$ cat src/rtl/ntr_command_rx.sv
// ---------------------------------------------------------------------------
// ntr_command_rx
//
// Receives the NTR cartridge command from the host bus one byte per strobe,
// MSB-first, and presents it as a single word with a valid/ack handshake.
// The first received byte lands in the top byte of `cmd`.
//
// Optional feature: define NTR_CMD_DECODE_EN to build the opcode pre-decoder
// that flags the common command classes. Without it the op_* ports are tied
// to 0 and no compare logic exists.
//
// Ports:
//   clk        in   system clock, rising edge
//   rst        in   asynchronous active-high reset
//   cs         in   host chip-select, high = command phase active
//   in_valid   in   byte strobe qualifying bus_in
//   bus_in     in   command byte from host
//   cmd        out  assembled command (8*NBYTES bits)
//   cmd_valid  out  cmd holds a complete command
//   cmd_ack    in   consumer has taken cmd (honoured only while cmd_valid)
//   overrun    out  sticky: a byte was dropped while cmd_valid was high
//   short_err  out  one-cycle pulse: cs fell mid-command
//   op_dummy / op_header / op_chipid / op_key1  out  opcode class flags
// ---------------------------------------------------------------------------
module ntr_command_rx #(
    parameter int NBYTES = 8
) (
    input  logic                  clk,
    input  logic                  rst,
    input  logic                  cs,
    input  logic                  in_valid,
    input  logic [7:0]            bus_in,
    output logic [8*NBYTES-1:0]   cmd,
    output logic                  cmd_valid,
    input  logic                  cmd_ack,
    output logic                  overrun,
    output logic                  short_err,
    output logic                  op_dummy,
    output logic                  op_header,
    output logic                  op_chipid,
    output logic                  op_key1
);

    localparam int W   = 8 * NBYTES;
    localparam int SRW = 8 * (NBYTES - 1);
    localparam int CW  = $clog2(NBYTES + 1);

    localparam logic [1:0] ST_IDLE = 2'd0;
    localparam logic [1:0] ST_RECV = 2'd1;
    localparam logic [1:0] ST_DONE = 2'd2;

    logic [1:0]     state_q, state_d;
    logic [CW-1:0]  cnt_q, cnt_d;
    logic [SRW-1:0] sr_q, sr_d;
    logic [W-1:0]   cmd_q, cmd_d;
    logic           cmd_valid_q, cmd_valid_d;
    logic           overrun_q, overrun_d;
    logic           short_err_q, short_err_d;

    logic           accept;
    logic           last_byte;
    logic [W-1:0]   full_word;

    assign accept    = cs && in_valid;
    assign last_byte = (cnt_q == CW'(NBYTES - 1));
    // Only the low NBYTES-1 bytes of history ever reach cmd, so the shift
    // register keeps just those; the incoming byte completes the word.
    assign full_word = {sr_q, bus_in};

    // NOTE: every variable gets its hold value first so no path through the
    // case statement leaves one unassigned, which would infer a latch.
    always_comb begin
        state_d     = state_q;
        cnt_d       = cnt_q;
        sr_d        = sr_q;
        cmd_d       = cmd_q;
        cmd_valid_d = cmd_valid_q;
        overrun_d   = overrun_q;
        short_err_d = 1'b0;

        if (accept) begin
            sr_d = full_word[SRW-1:0];
        end

        case (state_q)
            ST_IDLE: begin
                if (accept) begin
                    state_d = ST_RECV;
                    cnt_d   = CW'(1);
                end
            end
            ST_RECV: begin
                if (!cs) begin
                    // Host abandoned the command; cmd keeps its old value.
                    state_d     = ST_IDLE;
                    cnt_d       = '0;
                    short_err_d = 1'b1;
                end else if (accept) begin
                    if (last_byte) begin
                        state_d     = ST_DONE;
                        cnt_d       = '0;
                        cmd_d       = full_word;
                        cmd_valid_d = 1'b1;
                    end else begin
                        cnt_d = cnt_q + CW'(1);
                    end
                end
            end
            ST_DONE: begin
                if (cmd_ack) begin
                    cmd_valid_d = 1'b0;
                    overrun_d   = 1'b0;
                    // A byte arriving with the ack starts the next command.
                    if (accept) begin
                        state_d = ST_RECV;
                        cnt_d   = CW'(1);
                    end else begin
                        state_d = ST_IDLE;
                    end
                end else if (accept) begin
                    overrun_d = 1'b1;
                end
            end
            default: begin
                state_d = ST_IDLE;
                cnt_d   = '0;
            end
        endcase
    end

    // NOTE: state registers use non-blocking assignments so every flop
    // samples the pre-edge values regardless of evaluation order.
    always_ff @(posedge clk or posedge rst) begin
        if (rst) begin
            state_q     <= ST_IDLE;
            cnt_q       <= '0;
            sr_q        <= '0;
            cmd_q       <= '0;
            cmd_valid_q <= 1'b0;
            overrun_q   <= 1'b0;
            short_err_q <= 1'b0;
        end else begin
            state_q     <= state_d;
            cnt_q       <= cnt_d;
            sr_q        <= sr_d;
            cmd_q       <= cmd_d;
            cmd_valid_q <= cmd_valid_d;
            overrun_q   <= overrun_d;
            short_err_q <= short_err_d;
        end
    end

    assign cmd       = cmd_q;
    assign cmd_valid = cmd_valid_q;
    assign overrun   = overrun_q;
    assign short_err = short_err_q;

`ifdef NTR_CMD_DECODE_EN
    // Flag order: {dummy, header, chipid, key1}. Loaded alongside cmd so the
    // flags track cmd_valid exactly; the opcodes are distinct, so at most
    // one flag can be set.
    logic [3:0] op_q, op_d;
    logic       load_cmd;
    logic       ack_clear;

    assign load_cmd  = (state_q == ST_RECV) && accept && last_byte;
    assign ack_clear = (state_q == ST_DONE) && cmd_ack;

    always_comb begin
        op_d = op_q;
        if (load_cmd) begin
            case (full_word[W-1 -: 8])
                8'h9F:   op_d = 4'b1000;
                8'h00:   op_d = 4'b0100;
                8'h90:   op_d = 4'b0010;
                8'h3C:   op_d = 4'b0001;
                default: op_d = 4'b0000;
            endcase
        end else if (ack_clear) begin
            op_d = 4'b0000;
        end
    end

    always_ff @(posedge clk or posedge rst) begin
        if (rst) begin
            op_q <= 4'b0000;
        end else begin
            op_q <= op_d;
        end
    end

    assign {op_dummy, op_header, op_chipid, op_key1} = op_q;
`else
    assign op_dummy  = 1'b0;
    assign op_header = 1'b0;
    assign op_chipid = 1'b0;
    assign op_key1   = 1'b0;
`endif

endmodule

$ cat config.mk
export PLATFORM = sky130hd
export DESIGN_NAME = ntr_command_rx
export DESIGN_NICKNAME = d
export VERILOG_FILES = /design/src/rtl/ntr_command_rx.sv
export SDC_FILE = /design/constraint.sdc
export NUM_CORES = 1
export LEC_CHECK = 0
export BUFFER_PORTS_ARGS = -buffer_cell sky130_fd_sc_hd__buf_2
export CAP_MARGIN = 20
export CORE_UTILIZATION = 40
export DETAILED_ROUTE_END_ITERATION = 8
export GPL_TIMING_DRIVEN = 0
export PLACE_DENSITY = 0.65
export SLEW_MARGIN = 10
export SYNTH_ARGS = -nofsm -noshare
export SYNTH_HDL_FRONTEND = slang
export SYNTH_SLANG_ARGS = --single-unit
export TNS_END_PERCENT = 30
$ cat constraint.sdc
create_clock -name clk -period 3.85 [get_ports clk]
set_clock_uncertainty 0.05 [all_clocks]
set_input_delay 0.1925 -clock clk [delete_from_list [all_inputs] [get_ports clk]]
set_output_delay 0.1925 -clock clk [all_outputs]
set_load 0.02 [all_outputs]
# Word-level counts from Yosys, hierarchy flattened

Index checks and enable logic that the tools add are counted.

$add $sub $neg: 1
Equality and inequality tests: 10
Muxes and demuxes: 22
Reduce and logical (&&, ||, !) cells: 9

Operators with widths:

| kind                                                            | count |
|---|---|
| 4-bit 2-to-1 mux                                                | 5 |
| 4-bit case mux with 3 select lines                              | 1 |
| 2-bit 2-to-1 mux                                                | 5 |
| 2-bit inequality test, second input constant                    | 5 |
| 1-bit 2-to-1 mux                                                | 9 |
| 4-bit AND reduction                                             | 2 |
| 3-bit inequality test, second input constant                    | 2 |
| 2-bit case mux with 3 select lines                              | 1 |
| 5-bit AND reduction                                             | 1 |
| 4-bit by 1-bit adder with 4-bit output, second input constant   | 1 |
| 4-bit by 3-bit == test with 1-bit output, second input constant | 1 |
| 2-bit AND reduction                                             | 2 |
| 2-bit nonzero test                                              | 2 |
| 2-bit by 1-bit == test with 1-bit output, second input constant | 1 |
| 2-bit == test, second input constant                            | 1 |
| 2-bit logical NOT                                               | 1 |
| 1-bit case mux with 2 select lines                              | 1 |
| 1-bit logical AND                                               | 1 |

Register bits: 129
Input bits: 13
Output and inout bits: 71
Word-level logic and storage cells: 49

# Longest topological paths before layout

Word-level depth: 5
Gate-level depth with buffers: 7

# Worst setup path before layout

No wires, ideal clock.

Path type: reg-to-reg
From: register cnt_q[0]
To: register cmd_q[10] (netlist: cmd[10])
Setup time: 125 ps
Arrival: 1562 ps
Slack: 2113 ps
Cell stages (with the launch flop): 8
Clock period less this slack: 1737 ps
Cells stage by stage: dfrtp_1 > ha_1 > nand2_1 > nor3b_1 > and2_4 > buf_12 > buf_12 > mux2_4

Longest elaborated chain between the ends: 2

RTL lines:

| element                                  | RTL line | text |
|---|---|---|
| start: declaration                       | 53       | `logic [CW-1:0] cnt_q, cnt_d;` |
| start signal: assignment                 | 144      | `cnt_q <= cnt_d;` |
| 4-bit by 3-bit == test with 1-bit output | 65       | `assign last_byte = (cnt_q == CW'(NBYTES - 1));` |
| 4-bit AND reduction (no source line)     | --       |  |
| end signal: assignment                   | 146      | `cmd_q <= cmd_d;` |
| end: declaration                         | 55       | `logic [W-1:0] cmd_q, cmd_d;` |

Every way passes these cells.
A chain may end at the register's enable or synchronous reset.

# Worst setup path after layout

From: register cnt_q[0]
To: register cmd_q[15] (netlist: cmd[15])

Same word-level chain as after synthesis.

==> flow_summary.json <==
{
  "status": "finished, final reports clean",
  "period_share_pct": 50.0,
  "grt_max_degree": 85,
  "htree_levels": 4,
  "cts_resized": 0,
  "syn-mean-instance-area_sq_um": 16.9,
  "worstPathCellList": "ha_1, nand2_1, nor3b_1, and2_4, buf_12, buf_12, mux2_4",
  "p_leak_nw": 3.28,
  "cts_setup_buffers": 0,
  "fp.dieW_um": 115,
  "drive_above_1_share_pct": 58.5,
  "crit_start": "cnt_q[0]",
  "synth_enable_flop_cells": 0,
  "rrSetupSlack_ns": 1.92,
  "final.setup.tns_ns": 0,
  "final_nets": 431,
  "switching_share_pct": 22.9,
  "clkPwrFrac_pct": 41.8,
  "core_sq_um": 12600,
  "routed_via_density": 4.64,
  "cts_tree": "yes",
  "dp_hpwl_mm": 6.21,
  "synth-seq-cells": 129,
  "worstPathRequired_ns": 4.09,
  "max_cap_viol_count": 0,
  "hold_violations": 0,
  "met1_usage_pct": 19.7,
  "utilization_pct": 51.5,
  "regToRegStartpoint": "cnt_q[0]",
  "slowest_stage": "dfrtp_1",
  "cts_buffer_depth": 2,
  "cp.arrival_ns": 2.17,
  "syn_area_sq_um": 5140,
  "clk_latency_ns": 0.41,
  "start_util_pct": 40.9,
  "n_fill_cell": 1082,
  "vdd_drop_max_v": 0.000263,
  "met3_usage_pct": 5.96,
  "crit_fanout": 10,
  "cts_sinks": 129,
  "vias": 2788,
  "setup_viol": 0,
  "critPathMaxStageDelay_ns": 0.38,
  "drc": 0,
  "drv_slew": 0,
  "num_antenna_cells": 0,
  "dieArea_sq_um": 13300,
  "async_reset_ff_share_pct": 100,
  "io_pins": 84,
  "top_usage_layer": "met2",
  "p_seq_share_pct": 49.3,
  "hold_buffers": 11,
  "clkSlewWorstSetupHoldPaths_ns": 0.05,
  "use_met2_pct": 23.2,
  "ctsRootBufferMaster": "clkbuf_16",
  "drt-total-wl_mm": 9.20,
  "synth_area_leader_cell": "dfrtp_1",
  "areaGrowthSynthToFinish_pct": 26.1,
  "finalPower_w": 0.00359,
  "grt_overflow": 0,
  "drt-pass1-iter-count": 4,
  "synth_common_cells": "129 x dfrtp_1, 83 x mux2_2, 38 x mux2_4",
  "rr_endpoint": "cmd[15]",
  "grt_antenna_before_repair": 0,
  "powerDensity_nw_per_um2": 554,
  "postSynthCellCount": 304,
  "rsz0062_at_grt": "no",
  "whs_ns": 0.110,
  "ant_nets": 0,
  "groute.usage.overall_pct": 15.4,
  "min_path_type": "in -> reg",
  "grt_pass1_vias": 2823,
  "wl_per_cell_um": 15.3,
  "synth_most_common_cell": "dfrtp_1",
  "synth_top_cell_area_share_pct": 62.9,
  "netlist-cell-type-count": 27,
  "ys_warn_count": 0,
  "synthFlopType": "dfrtp_1",
  "numCtsBuffers": 17,
  "die_h_um": 115,
  "rows": 41,
  "fin_crit_ns": 1.93,
  "p_sw_w": 0.000823,
  "cp-end-kind": "flip-flop",
  "crit_path_end": "cmd[15]",
  "worst-r2r-cell-count": 7,
  "gp_congestion": 0.760,
  "path_common_cell": "buf_12",
  "ys_seq_area_share_pct": 62.9,
  "power_frac_comb_pct": 8.9,
  "start_kind": "flip-flop",
  "p_int_w": 0.00277,
  "max_freq_mhz": 519,
  "drtIter0Drc": 95,
  "yosys-top-cells-area": "dfrtp_1 63%, mux2_2 18%, mux2_4 11%",
  "port-buffer-count": 79,
  "grt_pass1_wl_mm": 14.9,
  "crit_type": "reg -> reg"
}
[registers in the layout, indices dropped and copies added (netlist names)]
register	cells
cmd_valid	1
short_err	1
overrun	1
cnt_q	4
cmd	64
sr_q	56
state_q	2
[power by group through the flow]
stage	clock (W)	combinational (W)	sequential (W)
global placement	0	0.000295	0.00179
global route	0.00162	0.000352	0.00180
floorplan	0	0.000261	0.00171
CTS	0.00155	0.000325	0.00177
finish	0.00150	0.000318	0.00177
detailed placement	0	0.000315	0.00180
[per-stage QoR]
step / cell area (sq um) / cells / setup slack (ns)
2_1_floorplan: 5150 / 307 / 0.167
3_3_place_gp: 5760 / 558 / -1.21
3_5_place_dp: 5790 / 559 / 1.92
4_1_cts: 6470 / 601 / 1.91
5_1_grt: 6470 / 601 / 1.77
6_report: 6470 / 601 / 1.92
[final cells by class]
cell class,instances,area [sq um],share of cell area (%)
clock inverters,3,17.5,0.271
flip-flops and latches,129,3230,49.9
clock buffers,28,557,8.60
well taps,172,215,3.32
multi-input cells,159,1740,26.8
plain buffers,17,175,2.71
inverters,2,12.5,0.193
repair buffers,91,533,8.23
[worst min-delay path by stage]
stage	to	depth (start not counted)	slack, ns	startpoint
after floorplan	short_err	1	0.21	cs
after global placement	overrun	2	0.38	cmd_ack
after detailed placement	cmd_valid	2	0.20	rst
after CTS	overrun	3	0.1	in_valid
after global routing	overrun	3	0.11	in_valid
final	overrun	3	0.11	in_valid
[worst max-delay path: cells and delay by family, from the launching register on]
family | cells | cell delay (ns)
adder cells (fa/ha/maj) | 1 | 0.21
buffers and inverters | 2 | 0.32
flip-flops | 1 | 0.38
multiplexers | 1 | 0.30
AND/OR/NAND/NOR | 3 | 0.55
[cells by family (layout without fill, tap and decap cells)]
| group | after synthesis | count (layout) | share of synthesized area (%) |
|---|---|---|---|
| buffers and inverters | 19 | 141 | 3.56 |
| adder cells (fa/ha/maj) | 1 | 1 | 0.244 |
| AND/OR/NAND/NOR | 22 | 22 | 2.56 |
| flip-flops | 129 | 129 | 62.9 |
| multiplexers | 121 | 121 | 29.3 |
| other | 1 | 4 | 0.0730 |
| AO/OA/AOI/OAI | 11 | 11 | 1.41 |
[layout by cell type, fill, tap and decap left out, drive strengths merged, types with 2 or more instances in the layout]
cell type      n
a21o           2
and2           2
buf           97
clkbuf        28
clkinv         2
conb           4
dfrtp        129
dlygate4sd3   11
inv            2
mux2         121
nand2          6
nand2b         2
nand3          3
nand3b         2
nor2b          2
o21ai          6
[layer usage]
metal  up-vias  share of wire (%)
met4         0               0.76
li1       1292                  -
met1      1420                 45
met2        67                 50
met5         -                  0
met3         9                4.7
Power figures use the tool's default switching activity.
